### src/rtl/cpu_trace_buffer.sv
// cpu_trace_buffer
//   Captures per-cycle CPU retire information (PC, register-file write,
//   data-memory write) into a first-word-fall-through FIFO, tagging each
//   record with a running cycle count. Capture can be limited to cycles
//   that write state (MODE=1). When the FIFO is full, a new record is
//   either dropped and counted (STOP_ON_FULL=0), or capture freezes
//   (STOP_ON_FULL=1).
//
// Ports
//   clk, reset           clock (rising edge), async active-high reset
//   en, clr              trace enable, synchronous clear
//   pc                   PC of the instruction retiring this cycle
//   reg_we/waddr/wdata   register-file write port
//   mem_we/addr/wdata    data-memory write port
//   rd_valid/ready/data  FWFT read side; rd_data =
//                        {cyc, pc, rflag, mflag, reg_waddr, reg_wdata,
//                         mem_addr, mem_wdata}
//   count                occupied entries
//   overflow, drops      sticky drop flag, saturating drop counter
//   frozen               capture halted because the FIFO filled
//   cycle                running cycle count
//
// States
//   IDLE   | not tracing; waits for en
//   RUN    | tracing; cycle counts, capture events push records
//   FROZEN | FIFO filled with STOP_ON_FULL=1; capture halted until clr
module cpu_trace_buffer #(
  parameter int DEPTH        = 16,
  parameter int CYC_W        = 32,
  parameter int MODE         = 0,
  parameter int STOP_ON_FULL = 0
) (
  input  logic                   clk,
  input  logic                   reset,
  input  logic                   en,
  input  logic                   clr,
  input  logic [31:0]            pc,
  input  logic                   reg_we,
  input  logic [4:0]             reg_waddr,
  input  logic [31:0]            reg_wdata,
  input  logic                   mem_we,
  input  logic [31:0]            mem_addr,
  input  logic [31:0]            mem_wdata,
  output logic                   rd_valid,
  input  logic                   rd_ready,
  output logic [CYC_W+134:0]     rd_data,
  output logic [$clog2(DEPTH):0] count,
  output logic                   overflow,
  output logic [15:0]            drops,
  output logic                   frozen,
  output logic [CYC_W-1:0]       cycle
);

  localparam int AW = $clog2(DEPTH);
  localparam int CW = AW + 1;
  localparam int RW = CYC_W + 135;
  localparam logic [CW-1:0] DEPTH_C = CW'(DEPTH);

  typedef enum logic [1:0] {
    IDLE   = 2'd0,
    RUN    = 2'd1,
    FROZEN = 2'd2
  } state_t;

  state_t          state;
  state_t          state_next;
  logic [RW-1:0]   mem [DEPTH];
  logic [AW-1:0]   wr_ptr;
  logic [AW-1:0]   rd_ptr;
  logic [CW-1:0]   count_next;
  logic [RW-1:0]   record;
  logic            rflag;
  logic            mflag;
  logic            running;
  logic            capture;
  logic            full;
  logic            pop;
  logic            push;
  logic            drop;

  // A write to $zero is architecturally a no-op, so it is not a register write.
  assign rflag   = reg_we && (reg_waddr != 5'd0);
  assign mflag   = mem_we;
  assign running = en && (state == RUN);

  // clr wins over any push on the same edge.
  assign capture = running && !clr && ((MODE == 0) || rflag || mflag);
  assign full    = (count == DEPTH_C);
  assign rd_valid = (count != '0);
  assign pop     = rd_valid && rd_ready;
  // A full FIFO still accepts a record when the head leaves on the same edge.
  assign push    = capture && (!full || pop);
  assign drop    = capture && !push && (STOP_ON_FULL == 0);

  assign count_next = count + CW'(push) - CW'(pop);
  assign record = {cycle, pc, rflag, mflag, reg_waddr, reg_wdata, mem_addr, mem_wdata};

  // Gate the head with rd_valid so an empty FIFO always presents zeros.
  assign rd_data = rd_valid ? mem[rd_ptr] : '0;
  assign frozen  = (state == FROZEN);

  always_comb begin
    state_next = state;
    case (state)
      IDLE:    if (en) state_next = RUN;
      RUN: begin
        if ((STOP_ON_FULL != 0) && push && (count_next == DEPTH_C))
          state_next = FROZEN;
        else if (!en)
          state_next = IDLE;
      end
      FROZEN:  state_next = FROZEN;
      default: state_next = IDLE;
    endcase
    if (clr) state_next = IDLE;
  end

  always_ff @(posedge clk or posedge reset) begin
    if (reset) state <= IDLE;
    else       state <= state_next;
  end

  always_ff @(posedge clk or posedge reset) begin
    if (reset) begin
      wr_ptr   <= '0;
      rd_ptr   <= '0;
      count    <= '0;
      overflow <= 1'b0;
      drops    <= '0;
      cycle    <= '0;
    end else if (clr) begin
      wr_ptr   <= '0;
      rd_ptr   <= '0;
      count    <= '0;
      overflow <= 1'b0;
      drops    <= '0;
      cycle    <= '0;
    end else begin
      if (push) wr_ptr <= wr_ptr + AW'(1);
      if (pop)  rd_ptr <= rd_ptr + AW'(1);
      count <= count_next;
      if (drop) begin
        overflow <= 1'b1;
        if (drops != 16'hFFFF) drops <= drops + 16'd1;
      end
      if (running) cycle <= cycle + CYC_W'(1);
    end
  end

  // Storage carries no reset: the head is masked while the FIFO is empty.
  always_ff @(posedge clk) begin
    if (push) mem[wr_ptr] <= record;
  end

endmodule

### config.mk
export PLATFORM = sky130hd
export DESIGN_NAME = cpu_trace_buffer
export DESIGN_NICKNAME = d
export VERILOG_FILES = /design/src/rtl/cpu_trace_buffer.sv
export SDC_FILE = /design/constraint.sdc
export NUM_CORES = 2
export LEC_CHECK = 0
export ABC_CLOCK_PERIOD_IN_PS = 25500
export CAP_MARGIN = 40
export CORE_UTILIZATION = 51
export DETAILED_ROUTE_END_ITERATION = 7
export DONT_BUFFER_PORTS = 1
export PLACE_DENSITY = 0.68
export REMOVE_ABC_BUFFERS = 1
export SLEW_MARGIN = 30
export SYNTH_ARGS = -nofsm -noshare
export SYNTH_HDL_FRONTEND = slang
export SYNTH_SLANG_ARGS = --single-unit
### constraint.sdc
create_clock -name clk -period 25.5 [get_ports clk]
set_input_delay 1.275 -clock clk [delete_from_list [all_inputs] [get_ports clk]]
set_output_delay 1.275 -clock clk [all_outputs]
set_load 0.02 [all_outputs]
After elaboration in Yosys (flattened, before gate mapping) --
Memory sizes are Yosys's and may differ from the RTL's. Cells that the tools add are included.
Word-level totals: logic and storage cells 59, output and inout port bits 223, bits in writable memories 2672, register bits after elaboration 64, bits in read-only memories 0, input port bits 140, bits in latches 0, memories 1
Memory list:
- mem | depth 16, width 167, rd ports 1, clocked after memory_dff 0, wr ports 1, line 67 | logic [RW-1:0] mem [DEPTH];
Operators by class: multiplexer cells 19, reduce and logical (&&, ||, !) cells 20, bitwise operators 0, $add $sub $neg 6, $lt $le $gt $ge 0, multipliers 0, shift operators 0, div/mod/pow operators 0, equal/unequal tests 6
Operators by type and width (count):
- $mux 167 | 1
- $mux 32 | 2
- $mux 16 | 3
- $add 32x1->32 const B | 1
- $add 16x1->16 const B | 1
- $mux 4 | 4
- $ne 16x16->1 const B | 1
- $reduce_bool 2->1 | 5
- $reduce_bool 5->1 | 2
- $add 4x1->4 const B | 2
- $logic_and 1x1->1 | 6
- $mux 2 | 3
- $ne 3x3->1 const B | 2
- $pmux 2 s3 | 1
- $add 5x1->5 | 1
- $eq 5x5->1 const B | 1
- $mux 5 | 1
- $sub 5x1->5 | 1
- $mux 1 | 4
- $reduce_and 2->1 | 2
- $logic_not 1->1 | 3
- $eq 2x1->1 const B | 1
- $eq 2x2->1 const B | 1
- $logic_not 2->1 | 1
- $logic_or 1x1->1 | 1

Depth between registers and ports, before layout --
depth in word-level cells 8, gate-level depth with buffers 14, mapped depth without buffers 14

Least setup slack after synthesis --
No wires, ideal clock.
path kind input -> register, start point input en, end point memory mem[1][0] (netlist name) (enable), arrival time 17.708 ns, setup time 1.102 ns, stages 4, required time 24.398 ns, slack 6.690 ns, buffers on the path 0, path through nand3b_2 -> a211oi_2 -> inv_2 -> nor4_1
Between the ends: cells in the longest elaborated chain, start to end 5
Ends and longest elaborated chain:
- from (decl) | line 35 | input logic en,
- $logic_and 1x1->1 | line 84 | assign running = en && (state == RUN);
- $logic_and 1x1->1 | line 87 | assign capture = running && !clr && ((MODE == 0) || rflag || mflag);
- $logic_and 1x1->1 | line 92 | assign push = capture && (!full || pop);
- $mux 1 | line 152 | if (push) mem[wr_ptr] <= record;
- $mux 1 (not written as such) | line 152
- to (decl) | line 67
Every way passes these cells.

Worst setup path in the final report --
start point register rd_ptr[0], end point output rd_data[46]
Between the ends: cells in the longest elaborated chain, start to end 2
Ends and longest elaborated chain:
- from (decl) | line 69 | logic [AW-1:0] rd_ptr;
- from (signal assigned) | line 140 | if (pop) rd_ptr <= rd_ptr + AW'(1);
- $mem_v2 16x167
- $mux 167 | line 99 | assign rd_data = rd_valid ? mem[rd_ptr] : '0;
- to (decl) | line 46 | output logic [CYC_W+134:0] rd_data,
Every way passes these cells.

==> key figures <==
Synth
  – Asr flop ratio synth: approximately 2.3%
  – Yosys warns: 0
  – Synth unique cells: 50
  – Synth top area cells: edfxtp_1 77%, mux4_2 14%, mux2i_1 3.2%
  – Synthesized cell area: 0.104 mm²
  – Top cells by count, synth: 2672 x edfxtp_1, 668 x mux4_2, 336 x mux2i_1
  – Flops & latches, synth: 2736
  – Largest area contributor in the netlist: edfxtp_1
  – Ys flop type: edfxtp_1
  – Synth top area share: 77.0%
  – Count leader, synth: edfxtp_1
  – Post-synth EDFFs: 2672
  – Avg Inst Size Synth: approximately 23 µm²
  – Seq/Total Area, Yosys: 78.6%
  – Post-Synthesis Cells: around 4400

Global route
  – Total global-route track usage: a little under a quarter
  – First-pass GRT wire length: ~340000 µm
  – GRT overflow: 0
  – Initial antenna violation count: 5
  – Vias in the first global route: a little under 50000
  – Largest net degree at the start of global routing: between 150 and 200

Placed design
  – Number of I/O port buffers: 0
  – Post-DP Area: between 0.1 and 0.15 mm²
  – HPWL after detailed placement: ~120000 µm
  – Placed cell count: roughly 7000
  – Placer's final routability congestion estimate: roughly 0.73

Timing
  – Worst slew pin tran: around 1.0 ns
  – Fin crit period: a little under 7 ns
  – Final setup vio count: 0
  – Max-slew violation count: 0
  – Final hold viol count: 0
  – Hold slack: around 0.24 ns
  – Peak Freq: approximately 0.15 GHz
  – Clk_skew: about 0.08 ns
  – Final Cycle Share: between 20% and 30%
  – Max-slew headroom: approximately 31%
  – RSZ-0062 raised after global routing: false

Die
  – Die height: 454 µm
  – Top Ports: about 360
  – Core Rows: 165
  – Die X: about 450 µm
  – Starting Density: approximately 50%
  – Total core area: slightly above 0.2 mm²
  – Die area: roughly 0.21 mm²

Worst setup path
  – R2R depth: 9
  – Kind of end point of the critical path: output pin
  – Crit Path Category: flop to output pin
  – WP data required: approximately 24 ns
  – Crit path DAT: between 5 and 6 ns
  – Worst Path Max Fanout: 60
  – Critical path startpoint category: flop

Clock tree
  – Max clock buf depth: 4
  – Post-CTS Resized: 0
  – Clock insertion delay at the later pin of the skew report: between 0.9 and 1 ns
  – CTS Sinks: ~2700
  – CTS buffer count: about 300
  – H-Tree Level Count: 5
  – CTS Hold Bufs: 0
  – CTS tree: built
  – Clock transition at path regs: roughly 0.060 ns
  – Post-CTS Setup Inserts: 0
  – Root Driver: clkbuf_16

Power and ir drop
  – Total leakage power: approximately 35 nW
  – Max VDD drop: just under 0.00008 V
  – P per Cell Area: 90.6 mW/mm²

Cells and area
  – # nets final: around 4800
  – Syn-to-layout area delta: 13.2%
  – Final Cell Area: around 0.12 mm²
  – Register Area: 0.0819 mm²
  – Filler cell count: 14100
  – Layout cells sized above 1: 25.8%
  – Multi-input logic area: about 0.021 mm²
  – Fin cells: between 7000 and 8000
  – N_diodes: 0

Route
  – DRC: 0
  – Drt pass-1 iters: 5
  – DRC marker count from the first detailed-route iteration: ~4600
  – Vias per std cell: approximately 6.3
  – Antenna viol nets, final: 0
  – Routed length per instance: between 30 and 40 µm
  – WL final: about 240000 µm
  – Total number of vias: roughly 47000

Flow run
  – Max-cap viol count: 0

Status
  – Status: finished clean

Min path
  – Hold Crit Class: input pin to async pin
-- power breakdown --
part	total [mW]	internal [mW]	switching [mW]
sequential	4.96	4.93	0.0268
combinational	1.73	0.686	1.05
clock	3.99	2.33	1.66
total	10.7	7.95	2.73
-- cells in the final DEF, fill, tap and decap left out, types with 4 or more instances in the layout --
cell,netlist,final
a21oi_1,21,21
and2_1,6,6
and3_4,0,4
buf_12,0,32
buf_16,0,28
buf_4,1,81
buf_6,0,14
buf_8,0,14
bufinv_16,0,16
clkbuf_1,101,53
clkbuf_16,0,304
clkinv_1,0,60
clkinv_2,0,42
clkinv_4,0,4
clkinvlp_4,0,7
dfrtp_1,64,60
edfxtp_1,2672,2672
ha_1,13,13
inv_1,17,16
inv_6,0,5
mux2i_1,336,336
mux4_2,668,668
nand2_1,22,21
nand3_1,14,14
nand4_1,24,24
nor2_1,61,57
nor2_4,0,4
nor2b_1,8,8
nor3_1,10,6
nor3_2,1,5
nor4_2,0,4
o21ai_0,4,4
o22ai_1,167,166
or3_1,4,4
xnor2_1,22,22
xor2_1,25,25
-- cell families after synthesis --
family	after synthesis	synth area share, %
fa+ha+maj	14	0.175
xor+xnor	47	0.395
simple gates	185	0.967
mux	1005	17.7
compound gates	199	1.18
buf+inv	256	1.03
flops	2736	78.6
-- worst paths after layout --
kind                                  startpoint                     end  slack [ns]
max                        rd_ptr[0]$_DFFE_PP0P_             rd_data[46]       18.76
min                                        reset    cycle[8]$_DFFE_PP0P_        0.24
max reg2reg                   count[2]$_DFF_PP0_  mem[14][104]$_DFFE_PP_       20.84
min reg2reg                 state[1]$_DFFE_PP0P_    state[0]$_DFFE_PP0P_        0.49
max in group asynchronous                  reset   rd_ptr[3]$_DFFE_PP0P_       24.68
min in group clk                             clr    drops[0]$_DFFE_PP0P_        0.39
-- flip-flops by register name, summed over array words and instances, names as in the netlist --
signal / count
state: 2
wr_ptr: 4
drops: 16
overflow: 1
mem: 2672
rd_ptr: 4
cycle: 32
count: 5
-- layout make-up --
| cell class | count | share of cell area (%) |
|---|---|---|
| Inverter | 18 | 0.0584 |
| Sequential cell | 2736 | 69.4 |
| Tap cell | 2672 | 2.84 |
| Clock buffer | 358 | 6.63 |
| Timing Repair Buffer | 169 | 2.02 |
| Clock inverter | 135 | 0.912 |
| Multi-Input combinational cell | 1450 | 18.1 |
-- worst max-delay path, stage by stage (launching register included) --
cell	delay (ns)
dfrtp_4	0.91
buf_6	0.61
buf_4	0.72
buf_12	0.44
buf_16	0.42
mux4_2	0.56
mux2i_1	0.18
o22ai_1	0.13
buf_4	0.24
-- stage by stage --
| stage | util [%] | setup WS [ns] | power [mW] | setup TNS (ns) |
|---|---|---|---|---|
| 2_1_floorplan | - | -3.09 | 7.35 | -517.48 |
| 3_3_place_gp | 53.1 | 19.32 | 6.76 | 0 |
| 3_5_place_dp | 53.6 | 19.64 | 6.81 | 0 |
| 4_1_cts | 58.0 | 18.61 | 10.8 | 0 |
| 5_1_grt | 58.2 | 18.30 | 11.0 | 0 |
| 6_report | 58.2 | 18.76 | 10.7 | 0 |
-- layer usage --
layer	vias up	part of all wire [%]	global-route usage, %
li1	19400	-	-
met1	25800	41	32.3
met2	1832	49	37.1
met3	289	8.1	5.46
met4	0	1.9	5.88
met5	-	0	0
(Power assumes the default switching activity.)
